<file path="src/rtl/mmio_timer.sv">
// mmio_timer: memory-mapped 64-bit machine timer (mtime/mtimecmp) with prescaler and compare interrupt.
// Latency: hit/rdata combinational; register writes land at the next edge; timer_interrupt lags its condition by 1 cycle.
// Backpressure: none; every load/store strobe is accepted in the cycle it is presented.
// Build option: define MTIME_SNAPSHOT_EN for tear-free 64-bit mtime reads (MTIME_HI returns a shadow latched by a MTIME_LO read).
module mmio_timer #(
   parameter logic [31:0] BASE_ADDR = 32'h0000_0400,
   parameter int unsigned PRESC_W   = 16
) (
   input  logic        clk,
   input  logic        rst,
   input  logic [31:0] addr,
   input  logic [31:0] wdata,
   input  logic        wr_en,
   input  logic        rd_en,
   output logic        hit,
   output logic [31:0] rdata,
   output logic        timer_interrupt
);

   // Word index of each register inside the 32-byte decode window.
   localparam logic [2:0] IDX_MTIME_LO = 3'd0;
   localparam logic [2:0] IDX_MTIME_HI = 3'd1;
   localparam logic [2:0] IDX_CMP_LO   = 3'd2;
   localparam logic [2:0] IDX_CMP_HI   = 3'd3;
   localparam logic [2:0] IDX_CTRL     = 3'd4;
   localparam logic [2:0] IDX_PRESC    = 3'd5;

   // ------------------------------------------------------------------
   // Architectural state
   // ------------------------------------------------------------------
   logic [63:0]        mtime;
   logic [63:0]        mtimecmp;
   logic               cnt_en;
   logic               irq_en;
   logic [PRESC_W-1:0] presc;
   logic [PRESC_W-1:0] presc_cnt;

   // ------------------------------------------------------------------
   // Address decode
   // ------------------------------------------------------------------
   // The window is matched on addr[31:5], so BASE_ADDR is expected to be
   // 32-byte aligned; the low five bits of BASE_ADDR are not compared.
   logic [2:0] word_idx;
   logic       win_match;
   logic       aligned;
   logic       wr_hit;
   logic       rd_hit;

   assign word_idx  = addr[4:2];
   assign win_match = (addr[31:5] == BASE_ADDR[31:5]);
   assign aligned   = (addr[1:0] == 2'b00);
   // Word slots 6 and 7 of the window are holes: not decoded, read as 0.
   assign hit       = win_match && aligned && (word_idx <= IDX_PRESC);
   assign wr_hit    = wr_en && hit;
   assign rd_hit    = rd_en && hit;

   // Per-register write strobes.
   logic we_mtime_lo;
   logic we_mtime_hi;
   logic we_cmp_lo;
   logic we_cmp_hi;
   logic we_ctrl;
   logic we_presc;

   assign we_mtime_lo = wr_hit && (word_idx == IDX_MTIME_LO);
   assign we_mtime_hi = wr_hit && (word_idx == IDX_MTIME_HI);
   assign we_cmp_lo   = wr_hit && (word_idx == IDX_CMP_LO);
   assign we_cmp_hi   = wr_hit && (word_idx == IDX_CMP_HI);
   assign we_ctrl     = wr_hit && (word_idx == IDX_CTRL);
   assign we_presc    = wr_hit && (word_idx == IDX_PRESC);

   // ------------------------------------------------------------------
   // Prescaler
   // ------------------------------------------------------------------
   // tick marks the cycle in which mtime advances: the prescale counter has
   // reached the programmed terminal value while counting is enabled.
   logic tick;
   assign tick = cnt_en && (presc_cnt == presc);

   // Prescale counter: restarts on a PRESC write, wraps at the terminal value, holds while disabled.
   always_ff @(posedge clk) begin
      if (rst) begin
         presc_cnt <= '0;
      end else if (we_presc) begin
         presc_cnt <= '0;
      end else if (cnt_en) begin
         if (tick) begin
            presc_cnt <= '0;
         end else begin
            presc_cnt <= presc_cnt + 1'b1;
         end
      end
   end

   // ------------------------------------------------------------------
   // mtime
   // ------------------------------------------------------------------
   // mtime: a software write to either half wins and drops that cycle's increment entirely
   // (no carry into the untouched half); otherwise advance on tick, wrapping silently at 2^64.
   always_ff @(posedge clk) begin
      if (rst) begin
         mtime <= '0;
      end else if (we_mtime_lo) begin
         mtime <= {mtime[63:32], wdata};
      end else if (we_mtime_hi) begin
         mtime <= {wdata, mtime[31:0]};
      end else if (tick) begin
         mtime <= mtime + 64'd1;
      end
   end

   // ------------------------------------------------------------------
   // mtimecmp
   // ------------------------------------------------------------------
   // mtimecmp: each half is written independently; ordering of the two halves is left to software.
   always_ff @(posedge clk) begin
      if (rst) begin
         mtimecmp <= '1;
      end else if (we_cmp_lo) begin
         mtimecmp <= {mtimecmp[63:32], wdata};
      end else if (we_cmp_hi) begin
         mtimecmp <= {wdata, mtimecmp[31:0]};
      end
   end

   // ------------------------------------------------------------------
   // Control and prescale registers
   // ------------------------------------------------------------------
   // CTRL: bit 0 enables counting, bit 1 enables the interrupt; upper write bits are discarded.
   always_ff @(posedge clk) begin
      if (rst) begin
         cnt_en <= 1'b0;
         irq_en <= 1'b0;
      end else if (we_ctrl) begin
         cnt_en <= wdata[0];
         irq_en <= wdata[1];
      end
   end

   // PRESC: only the low PRESC_W bits are stored.
   always_ff @(posedge clk) begin
      if (rst) begin
         presc <= '0;
      end else if (we_presc) begin
         presc <= wdata[PRESC_W-1:0];
      end
   end

   // ------------------------------------------------------------------
   // Interrupt
   // ------------------------------------------------------------------
   // Level interrupt registered from the pre-edge compare, so it trails the condition by one cycle.
   always_ff @(posedge clk) begin
      if (rst) begin
         timer_interrupt <= 1'b0;
      end else begin
         timer_interrupt <= irq_en && (mtime >= mtimecmp);
      end
   end

   // ------------------------------------------------------------------
   // MTIME_HI read view
   // ------------------------------------------------------------------
   logic [31:0] mtime_hi_view;

`ifdef MTIME_SNAPSHOT_EN
   logic [31:0] hi_shadow;

   // Shadow of mtime[63:32]: captured by a MTIME_LO read so a following MTIME_HI read
   // belongs to the same 64-bit sample; a MTIME_HI write keeps it coherent.
   always_ff @(posedge clk) begin
      if (rst) begin
         hi_shadow <= '0;
      end else if (we_mtime_hi) begin
         hi_shadow <= wdata;
      end else if (rd_hit && (word_idx == IDX_MTIME_LO)) begin
         hi_shadow <= mtime[63:32];
      end
   end

   assign mtime_hi_view = hi_shadow;
`else
   assign mtime_hi_view = mtime[63:32];
`endif

   // ------------------------------------------------------------------
   // Read path
   // ------------------------------------------------------------------
   logic [31:0] rd_mux;

   // Register read mux on current (pre-edge) values; a same-cycle write is not forwarded.
   always_comb begin
      rd_mux = '0;
      case (word_idx)
         IDX_MTIME_LO: rd_mux = mtime[31:0];
         IDX_MTIME_HI: rd_mux = mtime_hi_view;
         IDX_CMP_LO:   rd_mux = mtimecmp[31:0];
         IDX_CMP_HI:   rd_mux = mtimecmp[63:32];
         IDX_CTRL:     rd_mux = {30'd0, irq_en, cnt_en};
         IDX_PRESC:    rd_mux[PRESC_W-1:0] = presc;
         default:      rd_mux = '0;
      endcase
   end

   // Bus is quiet (all zeros) unless a load hits the window.
   assign rdata = rd_hit ? rd_mux : 32'd0;

endmodule

</file>
<file path="config.mk">
export PLATFORM = sky130hd
export DESIGN_NAME = mmio_timer
export DESIGN_NICKNAME = d
export VERILOG_FILES = /design/src/rtl/mmio_timer.sv
export SDC_FILE = /design/constraint.sdc
export NUM_CORES = 1
export LEC_CHECK = 0
export BUFFER_PORTS_ARGS = -buffer_cell sky130_fd_sc_hd__buf_2
export CAP_MARGIN = 25
export CELL_PAD_IN_SITES_DETAIL_PLACEMENT = 0
export CELL_PAD_IN_SITES_GLOBAL_PLACEMENT = 1
export CORE_MARGIN = 2
export CORE_UTILIZATION = 45
export CTS_CLUSTER_DIAMETER = 150
export CTS_CLUSTER_SIZE = 30
export DETAILED_ROUTE_END_ITERATION = 10
export MAX_ROUTING_LAYER = met4
export PLACE_DENSITY = 0.86
export SLEW_MARGIN = 20
export SYNTH_ARGS = -nofsm -noshare
export SYNTH_HDL_FRONTEND = slang
export SYNTH_SLANG_ARGS = --single-unit
</file>
<file path="constraint.sdc">
create_clock -name clk -period 3.33 [get_ports clk]
set_input_delay 0.666 -clock clk [delete_from_list [all_inputs] [get_ports clk]]
set_output_delay 0.666 -clock clk [all_outputs]
set_load 0.01 [all_outputs]
</file>
Word-level counts from Yosys, hierarchy flattened --
Cells that the tools add are included.
Cells by class: add/subtract/negate cells 2, eq/ne operators 8, bitwise gates (word level) 2, reduce and logical (&&, ||, !) cells 20, multiplexer cells 8, $lt $le $gt $ge 2
Operator list (number):
- 64-bit 2-to-1 mux | 2
- 32-bit 2-to-1 mux | 3
- 16-bit one-hot mux with 6 select lines | 1
- 64-bit by 1-bit adder with 64-bit output, second input constant | 1
- 64-bit greater-or-equal comparator | 1
- 16-bit one-hot mux with 4 select lines | 1
- 27-bit by 6-bit equality test with 1-bit output, second input constant | 1
- 16-bit by 1-bit adder with 16-bit output, second input constant | 1
- 16-bit equality test | 1
- 16-bit 2-to-1 mux | 1
- 1-bit logical AND | 12
- 3-bit by 2-bit equality test with 1-bit output, second input constant | 2
- 3-bit equality test, second input constant | 2
- 2-bit AND reduction | 3
- 2-bit nonzero test | 2
- 3-bit by 1-bit equality test with 1-bit output, second input constant | 1
- 3-bit less-or-equal comparator, second input constant | 1
- 3-bit logical NOT | 1
- 2-bit logical NOT | 1
- 2-bit inequality test, second input constant | 1
- 1-bit NOT | 2
- 2-bit OR reduction | 1
Word-level totals: input bits 68, word-level logic and storage cells 51, bits in registers 163, output and inout port bits 34

Depth between registers and ports, before layout --
Gate-level depths: netlist of the first run.
depth after elaboration 7, depth in mapped cells 10, gate-level depth less buffers 8

Worst setup path after synthesis of the first run --
No wires, ideal clock.
path kind in2out, start input addr[3], end output rdata[21], required time 2.664 ns, buffers on the path 2, slack 0.347 ns, data arrival time 2.317 ns, stages 7, cell sequence buf_2 > a211oi_1 > nand4_1 > nor2_1 > nand3_1 > clkbuf_1 > a21oi_1
Between the ends: word-level cells in the longest chain between the ends 4, elaborated cells between the ends (all ways) 9, classes of those cells order compare (1); eq/ne (3); mux (2); reduce/logical (3)
RTL lines:
- start, declared | line 11 | input logic [31:0] addr,
- 3-bit less-or-equal comparator | line 53 | assign hit = win_match && aligned && (word_idx <= IDX_PRESC);
- 1-bit logical AND | line 53
- named net hit | line 15 | output logic hit,
- 1-bit logical AND | line 55 | assign rd_hit = rd_en && hit;
- 32-bit 2-to-1 mux | line 206 | assign rdata = rd_hit ? rd_mux : 32'd0;
- end, declared | line 16 | output logic [31:0] rdata,
The timed path passes the listed nets, and every way through them passes these cells.

Worst setup path after layout of the first run --
start input addr[3], end output rdata[1]
Between the ends: word-level cells in the longest chain between the ends 4, elaborated cells between the ends (all ways) 11, classes of those cells order compare (1); eq/ne (5); mux (2); reduce/logical (3)
RTL lines (line):
- 3-bit less-or-equal comparator | 53
- 1-bit logical AND | 53
- 1-bit logical AND | 55
- 32-bit 2-to-1 mux * | 206
Mark *: on every way between the ends. The rest lies on a longest branch, timed or not.

==> results of run 1 <==
## routing by layer
| metal | share of wire (%) | global-route usage [%] | routed length (um) |
|---|---|---|---|
| met3 | 12 | 6.69 | 5140 |
| met2 | 43 | 48.5 | 18100 |
| met4 | 4.7 | 14.4 | 1970 |
| met1 | 40 | 44.5 | 17000 |
| met5 | 0 | - | 0 |
## worst max-delay path: stages
cell      delay, ns
buf_2          0.17
a211oi_1       0.31
buf_4          0.17
nand4_1        0.12
nor2_1         0.16
buf_4          0.16
nand2_1        0.29
a31oi_1        0.26
buf_2          0.16
## registers in the layout (all words and copies together), names as in the netlist
register / count
mtime: 64
mtimecmp: 64
presc: 16
presc_cnt: 16
cnt_en: 1
irq_en: 1
timer_interrupt: 1
## cell type report
cell class	count	area share, %
multi-input combinational	1016	54.5
timing repair buffer	177	9.23
sequential	163	25.9
tap	319	3.17
clock inverter	15	1.44
clock buffer	17	3.37
inverter	80	2.38
## logic make-up (layout without fill, tap and decap cells)
group | Yosys count | count (layout) | share of synthesized area (%)
and+or+nand+nor | 490 | 490 | 23.5
muxes | 37 | 37 | 3.83
buffers and inverters | 182 | 289 | 6.74
xor gates and xnor gates | 34 | 34 | 2.75
AOI/OAI and AO/OA | 389 | 389 | 25.4
adders and majority gates | 66 | 66 | 7.64
DFF | 163 | 163 | 30.2
## report_power, final
group / internal [W] / leakage, nW / switching (W) / total (W)
Combinational: 0.0000792 / 3.55 / 0.000185 / 0.000265
Clock: 0.00102 / 0.296 / 0.00102 / 0.00204
Sequential: 0.00195 / 1.31 / 0.000000000000665 / 0.00195
## worst paths after layout
| check | end | start | slack, ns | cells past startpoint |
|---|---|---|---|---|
| worst max-delay path | rdata[1] | addr[3] | 0.19 | 9 |
| worst min-delay path | mtimecmp[26]$_SDFFE_PP1P_ | mtimecmp[26]$_SDFFE_PP1P_ | 0.52 | 2 |
| worst max register to register | mtime[59]$_SDFFE_PP0P_ | presc_cnt[3]$_SDFFE_PP0P_ | 0.42 | 7 |
| worst min register to register | mtimecmp[26]$_SDFFE_PP1P_ | mtimecmp[26]$_SDFFE_PP1P_ | 0.52 | 2 |
## stage by stage
step / std cells / utilization [%] / hold slack (ns) / setup slack, ns / instance area (um^2)
after floorplan: 1361 / - / 0.468 / 0.347 / 10800
final: 1787 / 53.6 / 0.520 / 0.193 / 12600
after global placement: 1755 / 50.9 / 0.490 / 0.125 / 12000
after detailed placement: 1755 / 50.9 / 0.501 / 0.0371 / 12000
after global routing: 1787 / 53.6 / 0.537 / 0.0428 / 12600
after CTS: 1787 / 53.5 / 0.521 / 0.0321 / 12600
## cell usage in the layout, fill, tap and decap left out, types with 6 or more instances in the layout
cell	synthesis	layout
o21ai_0	38	38
nor3_1	42	40
and2_1	12	12
nor4_1	34	32
xnor2_1	20	20
nand3_1	40	40
nand4_1	42	42
and3_1	12	11
mux2i_1	29	29
dfxtp_1	163	163
inv_1	78	78
a21oi_1	72	72
nor2_1	92	91
o2111ai_1	6	6
or4_1	7	7
a21o_1	7	7
xor2_1	14	14
a22oi_1	54	54
or3_1	9	9
nor4_2	4	6
buf_2	30	101
and4_1	16	16
a211oi_1	34	34
o41ai_1	10	10
buf_12	0	7
ha_1	66	66
clkbuf_16	0	17
a31oi_1	13	13
a32o_1	7	7
a222oi_1	8	8
o211ai_1	72	72
buf_4	2	69
o31ai_1	15	15
nand2b_1	9	9
nand2_1	140	140
## what timing repair did
action / 4_1_cts / 5_1_grt
endpoints found under the setup margin: 0 / 32
hold endpoints to repair: 0 / 0
gates resized for setup: 0 / 3
## cell usage after synthesis, types with 38 or more instances
library cell	count	area (um^2)
inv_1	78	293
a21oi_1	72	360
dfxtp_1	163	3260
nand2_1	140	526
o21ai_0	38	190
nor2_1	92	345
o211ai_1	72	541
clkbuf_1	66	248
nor3_1	42	210
a22oi_1	54	405
ha_1	66	826
nand4_1	42	263
nand3_1	40	200
==> results.ini, run 1 <==
[min_path]
hp-class = reg -> reg

[sta]
worst_clock_skew_ns = 0.00964
worstMarginPinSlew_ns = 0.856
relSlewSlack_pct = 42.7
grt_setup_unrepaired = no
setup-tns-final_ns = 0
finalSetupViolations = 0
post-route-period-util_pct = 94.2
hold_viol = 0
max_freq_mhz = 319
min_period_ns = 3.14
slew_violations = 0

[floorplan]
initial_core_util_pct = 45.9
die_w_um = 159
die_area_mm2 = 0.0253
boundaryPins = 102
core_mm2 = 0.0235
die_h_um = 159
rows = 56

[detailed_routing]
drtPass1Iterations = 6
vias_per_cell = 6.59
wl_per_cell_um = 23.6
drt_iter0_drc = 1410
routed_wl_um = 42200
dr_total_vias = 11769
ant_nets = 0
drc = 0

[clocking]
clk_latency_ns = 0.44
cts_setup_buffers = 0
cts_root_buf = clkbuf_16
cts_made_buffers = 17
hold_buffers = 0
cts.sinks = 163
cts_tree = yes
htreeDepth = 4
cts_buffer_depth = 2
path_clk_slew_ns = 0.08

[critical_path]
required_ns = 2.66
worstPathMaxFanout = 16
crit_arrival_ns = 2.47
start_kind = input pin
criticalPathCategory = in -> out
end_kind = output port

[final_layout]
n_antenna_cell = 0
multiInputGateArea_mm2 = 0.00688
seq_area_mm2 = 0.00326
layout-drive-gt1-share_pct = 16.9
syn2layout_area_growth_pct = 16.6
fin_nets = 1589
nFillCells = 2292

[synth]
avgSynthCellArea_um2 = 7.94
netlist_area_mm2 = 0.0108
ys_types = 85
ys_warn_count = 0
syn-num-nets = 1495
synthArstFlopShare_pct = 0
synth_ff_type = dfxtp_1
synth_edf_count = 0
synth-seq-area-share_pct = 30.2
synth_seq_cells = 163
synthCells = 1361

[placed_design]
dpl.hpwl_um = 30500
routabilityCongestion = 0.975
portBuffers = 101

[power]
p_per_area_mw_per_mm2 = 337
peakVddDrop_uv = 276
p_leak_nw = 5.16
total_power_w = 0.00425

[status]
status = completed

[global_route]
grt_pass1_wl_um = 63500
antenna_found_initial = 1
overflow = 0
grt_max_degree = 53
grt_usage_pct = 33.2
grt_pass1_vias = 10531

[job]
cap_violations = 0

Power figures use the tool's default switching activity.
==> run 2: changes to the inputs <==
--- a/config.mk
+++ b/config.mk
@@ -5,17 +5,18 @@
 export SDC_FILE = /design/constraint.sdc
 export NUM_CORES = 1
 export LEC_CHECK = 0
+export ABC_AREA = 1
 export BUFFER_PORTS_ARGS = -buffer_cell sky130_fd_sc_hd__buf_2
 export CAP_MARGIN = 25
 export CELL_PAD_IN_SITES_DETAIL_PLACEMENT = 0
 export CELL_PAD_IN_SITES_GLOBAL_PLACEMENT = 1
 export CORE_MARGIN = 2
-export CORE_UTILIZATION = 45
+export CORE_UTILIZATION = 43
 export CTS_CLUSTER_DIAMETER = 150
 export CTS_CLUSTER_SIZE = 30
 export DETAILED_ROUTE_END_ITERATION = 10
 export MAX_ROUTING_LAYER = met4
-export PLACE_DENSITY = 0.86
+export PLACE_DENSITY = 0.87
 export SLEW_MARGIN = 20
 export SYNTH_ARGS = -nofsm -noshare
 export SYNTH_HDL_FRONTEND = slang
==> run 2 against run 1 <==
Net effect: flip-flop and latch count unchanged; maximum frequency is 6.6% higher; final area rose by 7.9%; largest cell class unchanged; largest power group unchanged; highest routed layer unchanged.
==> results.ini, run 2 <==
[status]
status = completed

[final_layout]
nFillCells = 2984  ; +30%
final_common_cell = nand2_1
stdcell_area_mm2 = 0.0136  ; +7.9%
syn2layout_area_growth_pct = 13.3
fin_nets = 2182  ; +37%
layout-drive-gt1-share_pct = 9.07  ; -7.8 points
final_cell_mix = 564 x nand2_1, 339 x nor2_1, 233 x inv_1, 163 x dfxtp_1, 101 x buf_2
biggestRegsByFlops = mtime x64, mtimecmp x64
multiInputGateArea_mm2 = 0.00755  ; +9.9%
seq_area_mm2 = 0.00326  ; unchanged

[sta]
post-route-period-util_pct = 88.3  ; -5.9 points
grt_setup_unrepaired = no
hold_viol = 0  ; unchanged
whs_ns = 0.507  ; -0.0131 ns
worstMarginPinSlew_ns = 0.754  ; -0.102 ns
setup-tns-final_ns = 0  ; unchanged
relSlewSlack_pct = 49.5  ; +6.8 points
min_period_ns = 2.94  ; -0.195 ns
worst_clock_skew_ns = 0.0186  ; +0.00898 ns
finalSetupViolations = 0  ; unchanged
slew_violations = 0  ; unchanged
max_freq_mhz = 340  ; +6.6%

[power]
peakVddDrop_uv = 306  ; +11%
p_per_area_mw_per_mm2 = 316  ; -6.1%
total_power_w = 0.00430  ; +1.3%
p_leak_nw = 6.68  ; +30%

[synth]
synthCells = 1967  ; +45%
synthArstFlopShare_pct = 0  ; unchanged
synth_area_leaders = dfxtp_1 27%, nand2_1 18%, nor2_1 11%
synth_edf_count = 0  ; unchanged
syn-num-nets = 2101  ; +41%
synth_seq_cells = 163  ; unchanged
avgSynthCellArea_um2 = 6.10  ; -23%
synth_commonest_cells = 566 x nand2_1, 339 x nor2_1, 233 x inv_1
ys_types = 42  ; -51%
synth_top_cell_by_area = dfxtp_1
netlist_area_mm2 = 0.0120  ; +11%
synth_most_common_cell = nand2_1
synth_ff_type = dfxtp_1
synth-seq-area-share_pct = 27.2  ; -3.0 points
netlist.area_leader.share_pct = 27.2  ; -3.0 points
ys_warn_count = 0  ; unchanged

[global_route]
grt_pass1_vias = 12417  ; +18%
grt_usage_pct = 35.8  ; +2.6 points
overflow = 0  ; unchanged
grt_max_degree = 74  ; +40%
antenna_found_initial = 1  ; unchanged
grt_pass1_wl_um = 75900  ; +19%

[clocking]
cts_tree = yes
cts_made_buffers = 17  ; unchanged
hold_buffers = 0  ; unchanged
cts_root_buf = clkbuf_16
clk_latency_ns = 0.46  ; +0.02 ns
cts_setup_buffers = 0  ; unchanged
path_clk_slew_ns = 0.08  ; about the same
cts.sinks = 163  ; unchanged
cts_buffer_depth = 2  ; unchanged
htreeDepth = 4  ; unchanged
cts-resized-gates = 0  ; unchanged

[placed_design]
routabilityCongestion = 1.02  ; +4.5%
portBuffers = 101  ; unchanged
post_dp_cell_area_mm2 = 0.0130  ; +8.3%
dpl.hpwl_um = 39500  ; +29%

[detailed_routing]
vias_per_cell = 5.65  ; -14%
ant_nets = 0  ; unchanged
routed_wl_um = 51000  ; +21%
dr_total_vias = 13797  ; +17%
drt_iter0_drc = 1963  ; +39%
drtPass1Iterations = 6  ; unchanged
wl_per_cell_um = 20.9  ; -11%
drc = 0  ; unchanged

[job]
cap_violations = 0  ; unchanged

[floorplan]
die_w_um = 171  ; +7.6%
initial_core_util_pct = 43.4  ; -2.5 points
rows = 61  ; +8.9%
die_area_mm2 = 0.0293  ; +16%
boundaryPins = 102  ; unchanged
core_mm2 = 0.0276  ; +17%
die_h_um = 171  ; +7.6%

[critical_path]
critPathSlowestCell = nor3_4
crit_arrival_ns = 2.28  ; -0.19 ns
end_kind = output port
worstPathCellList = buf_2, nor3_4, inv_1, o21ai_0, a221oi_1, a21oi_1, buf_2
start_kind = input pin
worstPathMaxFanout = 8  ; -8
slowest_delay_ns = 0.41  ; +0.10 ns
cpMostUsedCell = buf_2
required_ns = 2.66  ; about the same
criticalPathCategory = in -> out

[min_path]
hp-class = reg -> reg

run 2: path summary, 6_finish.rpt:
check                            start                        end  slack, ns  cells after the start
max                            addr[4]                   rdata[3]       0.39                      7
min          mtimecmp[44]$_SDFFE_PP1P_  mtimecmp[44]$_SDFFE_PP1P_       0.51                      2
max reg2reg      mtime[4]$_SDFFE_PP0P_     mtime[38]$_SDFFE_PP0P_       0.61                     10
min reg2reg  mtimecmp[44]$_SDFFE_PP1P_  mtimecmp[44]$_SDFFE_PP1P_       0.51                      2
run 2: metrics by stage:
step,std cells,worst slack [ns],util [%]
final,2440,0.388,49.2
after global routing,2440,0.312,49.2
after CTS,2439,0.431,49.2
after detailed placement,2407,0.455,47.0
after global placement,2407,0.442,47.0
after floorplan,1967,0.694,-
run 2: report_power, final:
group / total (W) / internal [W] / switching [W]
sequential: 0.00195 / 0.00195 / 0.000000000000879
clock: 0.00212 / 0.00111 / 0.00101
combinational: 0.000234 / 0.0000617 / 0.000172
total: 0.00430 / 0.00312 / 0.00119
run 2: per-layer routing:
layer  GRT usage [%]  part of all wire [%]  vias up
met4            10.9                   2.7        0
met3            5.78                    10       92
met2            50.8                    42      733
li1                -                     -     6582
met5               -                     0        -
met1            51.7                    45     6390
run 2: final cells by class:
cell class,count,area share (%)
inverters,241,6.65
multi-input cells,1494,55.5
clock buffers,18,3.23
diodes,1,0.0184
repair buffers,131,5.74
well taps,378,3.48
flip-flops and latches,163,24.0
clock inverters,14,1.35
run 2: critical path: cells and delay by family:
| kind | cells | cell delay (ns) |
|---|---|---|
| AOI/OAI and AO/OA | 3 | 0.69 |
| buffers and inverters | 3 | 0.50 |
| and+or+nand+nor | 1 | 0.41 |
run 2: logic make-up (layout without fill, tap and decap cells):
| logic type | Yosys count | count (layout) | synth area share (%) |
|---|---|---|---|
| AO/OA/AOI/OAI | 309 | 309 | 16.3 |
| XOR/XNOR | 39 | 39 | 2.85 |
| adder cells (fa/ha/maj) | 66 | 66 | 6.88 |
| buffers and inverters | 310 | 404 | 10.0 |
| flip-flops | 163 | 163 | 27.2 |
| other | 0 | 1 | 0 |
| AND/OR/NAND/NOR | 1080 | 1080 | 36.7 |
==> run 3: changes to the inputs <==
--- a/config.mk
+++ b/config.mk
@@ -11,12 +11,13 @@
 export CELL_PAD_IN_SITES_DETAIL_PLACEMENT = 0
 export CELL_PAD_IN_SITES_GLOBAL_PLACEMENT = 1
 export CORE_MARGIN = 2
-export CORE_UTILIZATION = 43
+export CORE_UTILIZATION = 46
+export CTS_BUF_LIST = sky130_fd_sc_hd__clkbuf_16
 export CTS_CLUSTER_DIAMETER = 150
 export CTS_CLUSTER_SIZE = 30
 export DETAILED_ROUTE_END_ITERATION = 10
 export MAX_ROUTING_LAYER = met4
-export PLACE_DENSITY = 0.87
+export PLACE_DENSITY = 0.92
 export SLEW_MARGIN = 20
 export SYNTH_ARGS = -nofsm -noshare
 export SYNTH_HDL_FRONTEND = slang
==> constraint.sdc (replaced) <==
create_clock -name clk -period 3.6 [get_ports clk]
set_input_delay 0.72 -clock clk [delete_from_list [all_inputs] [get_ports clk]]
set_output_delay 0.72 -clock clk [all_outputs]
set_load 0.01 [all_outputs]
==> run 3 against run 2 <==
Net effect: count of clock-buffer cells in the layout fell by 1; critical path depth rose by 2; die area fell by 6.4%; flip-flop and latch count did not move; via count barely moved; total power fell by 8.6%; sequential power fell by 8%; largest cell class unchanged; first-iteration DRC count fell by 3.2%; largest power group unchanged; utilization rose by 2.9 points; global-route usage rose by 0.76 points; register-to-register slack improved by 0.30 ns; critical endpoint is now rdata[0].
==> results.ini, run 3 (same netlist as run 2, synthesis figures left out) <==
[clocking]
hold_buffers = 0  ; unchanged
cts_made_buffers = 17  ; unchanged
htreeDepth = 4  ; unchanged
clk_latency_ns = 0.46  ; about the same
cts-resized-gates = 0  ; unchanged
cts.sinks = 163  ; unchanged
path_clk_slew_ns = 0.08  ; about the same
cts_root_buf = clkbuf_16
cts_setup_buffers = 0  ; unchanged
cts_tree = yes
cts_buffer_depth = 2  ; unchanged

[status]
status = completed

[critical_path]
crit_arrival_ns = 2.51  ; +0.23 ns
criticalPathCategory = in -> out
end_kind = output port
start_kind = input pin
worstPathMaxFanout = 16  ; +8
required_ns = 2.88  ; +0.22 ns

[global_route]
grt_pass1_wl_um = 72700  ; -4.2%
grt_pass1_vias = 12223  ; -1.6%
antenna_found_initial = 0  ; -1
overflow = 0  ; unchanged
grt_max_degree = 65  ; -12%
grt_usage_pct = 36.5  ; +0.76 points

[sta]
worstMarginPinSlew_ns = 0.730  ; -0.0245 ns
relSlewSlack_pct = 51.2  ; +1.7 points
setup-tns-final_ns = 0  ; unchanged
max_freq_mhz = 310
slew_violations = 0  ; unchanged
grt_setup_unrepaired = no
post-route-period-util_pct = 89.6
layout_setup_ws_ns = 0.373  ; -0.0152 ns
finalSetupViolations = 0  ; unchanged
hold_viol = 0  ; unchanged
worst_clock_skew_ns = 0.0241  ; +0.00544 ns
min_period_ns = 3.23

[placed_design]
routabilityCongestion = 0.999  ; -2.0%
portBuffers = 101  ; unchanged
post-place-ws_ns = 0.424  ; -0.0310 ns
dp_cells = 2358  ; -2.0%
dpl.hpwl_um = 37300  ; -5.5%

[final_layout]
syn2layout_area_growth_pct = 12.2
final_common_cell = nand2_1
finalNonFillerCells = 2390  ; -2.0%
n_antenna_cell = 0  ; -1
biggestRegsByFlops = mtime x64, mtimecmp x64
layout-drive-gt1-share_pct = 8.81  ; -0.27 points
final_cell_mix = 564 x nand2_1, 339 x nor2_1, 233 x inv_1, 163 x dfxtp_1, 101 x buf_2
fin_nets = 2176  ; -0.27%

[floorplan]
core_mm2 = 0.0258  ; -6.5%
die_area_mm2 = 0.0274  ; -6.4%
boundaryPins = 102  ; unchanged
die_h_um = 166  ; -3.2%
initial_core_util_pct = 46.5  ; +3.0 points
die_w_um = 166  ; -3.2%
rows = 59  ; -3.3%

[job]
cap_violations = 0  ; unchanged

[power]
p_leak_nw = 6.63  ; -0.71%
peakVddDrop_uv = 215  ; -30%
p_per_area_mw_per_mm2 = 292  ; -7.7%
total_power_w = 0.00393  ; -8.6%

[detailed_routing]
routed_wl_um = 48400  ; -5.1%
ant_nets = 0  ; unchanged
drtPass1Iterations = 7  ; +1
dr_total_vias = 13792  ; -0.036%
drt_iter0_drc = 1900  ; -3.2%
wl_per_cell_um = 20.2  ; -3.1%
vias_per_cell = 5.77  ; +2.1%
drc = 0  ; unchanged

[min_path]
hp-class = reg -> reg

-- run 3: cell count changes in the layout (fill, tap and decap cells not counted), sizes merged --
cell	previous run	this run
buf	131	125
clkinv	7	12
inv	247	244
bufinv	1	0
clkbuf	18	17
diode	1	0
-- run 3: path summary, 6_finish.rpt --
check | start | endpoint | slack, ns | depth (start not counted)
worst max-delay path | addr[4] | rdata[0] | 0.37 | 9
worst min register to register | irq_en$_SDFFE_PP0P_ | timer_interrupt$_SDFF_PP0_ | 0.51 | 2
worst max register to register | mtime[1]$_SDFFE_PP0P_ | mtime[34]$_SDFFE_PP0P_ | 0.91 | 12
worst min-delay path | irq_en$_SDFFE_PP0P_ | timer_interrupt$_SDFF_PP0_ | 0.51 | 2
-- run 3: power by group --
part / switching, W / internal [W]
sequential: 0.000000000000801 / 0.00180
clock: 0.000981 / 0.000944
combinational: 0.000154 / 0.0000534
-- run 3: stage by stage --
step | hold WS, ns | utilization [%] | instance area [um^2]
after floorplan | 0.421 | - | 12000
after global placement | 0.481 | 49.7 | 12800
after detailed placement | 0.477 | 49.8 | 12900
after CTS | 0.504 | 52.1 | 13500
after global routing | 0.524 | 52.1 | 13500
final | 0.508 | 52.1 | 13500
-- run 3: cell type report --
type,instances,area [um^2]
Tap cell,335,419
Sequential cell,163,3260
Timing Repair Buffer,125,714
Inverter,241,905
Fill cell,2683,12400
Clock buffer,17,425
Clock inverter,15,190
Multi-Input combinational cell,1494,7550
-- run 3: routing by layer --
layer  wire (um)  track usage, %  vias up  part of all wire [%]
met5           0               -        -                     0
met4         987            6.94        0                   2.0
met3        5520            7.84       94                    11
met2       20500            52.4      757                    42
met1       21300            52.9     6346                    44
li1            -               -     6595                     -
-- run 3: worst max-delay path, cell delays in order --
cell and delay (ns):
buf_2 0.17, nand2_1 0.08, nand2_1 0.06, nor2_1 0.11, nand2_1 0.07, nor2_2 0.23
nand2_1 0.41, a21oi_1 0.45, buf_2 0.21
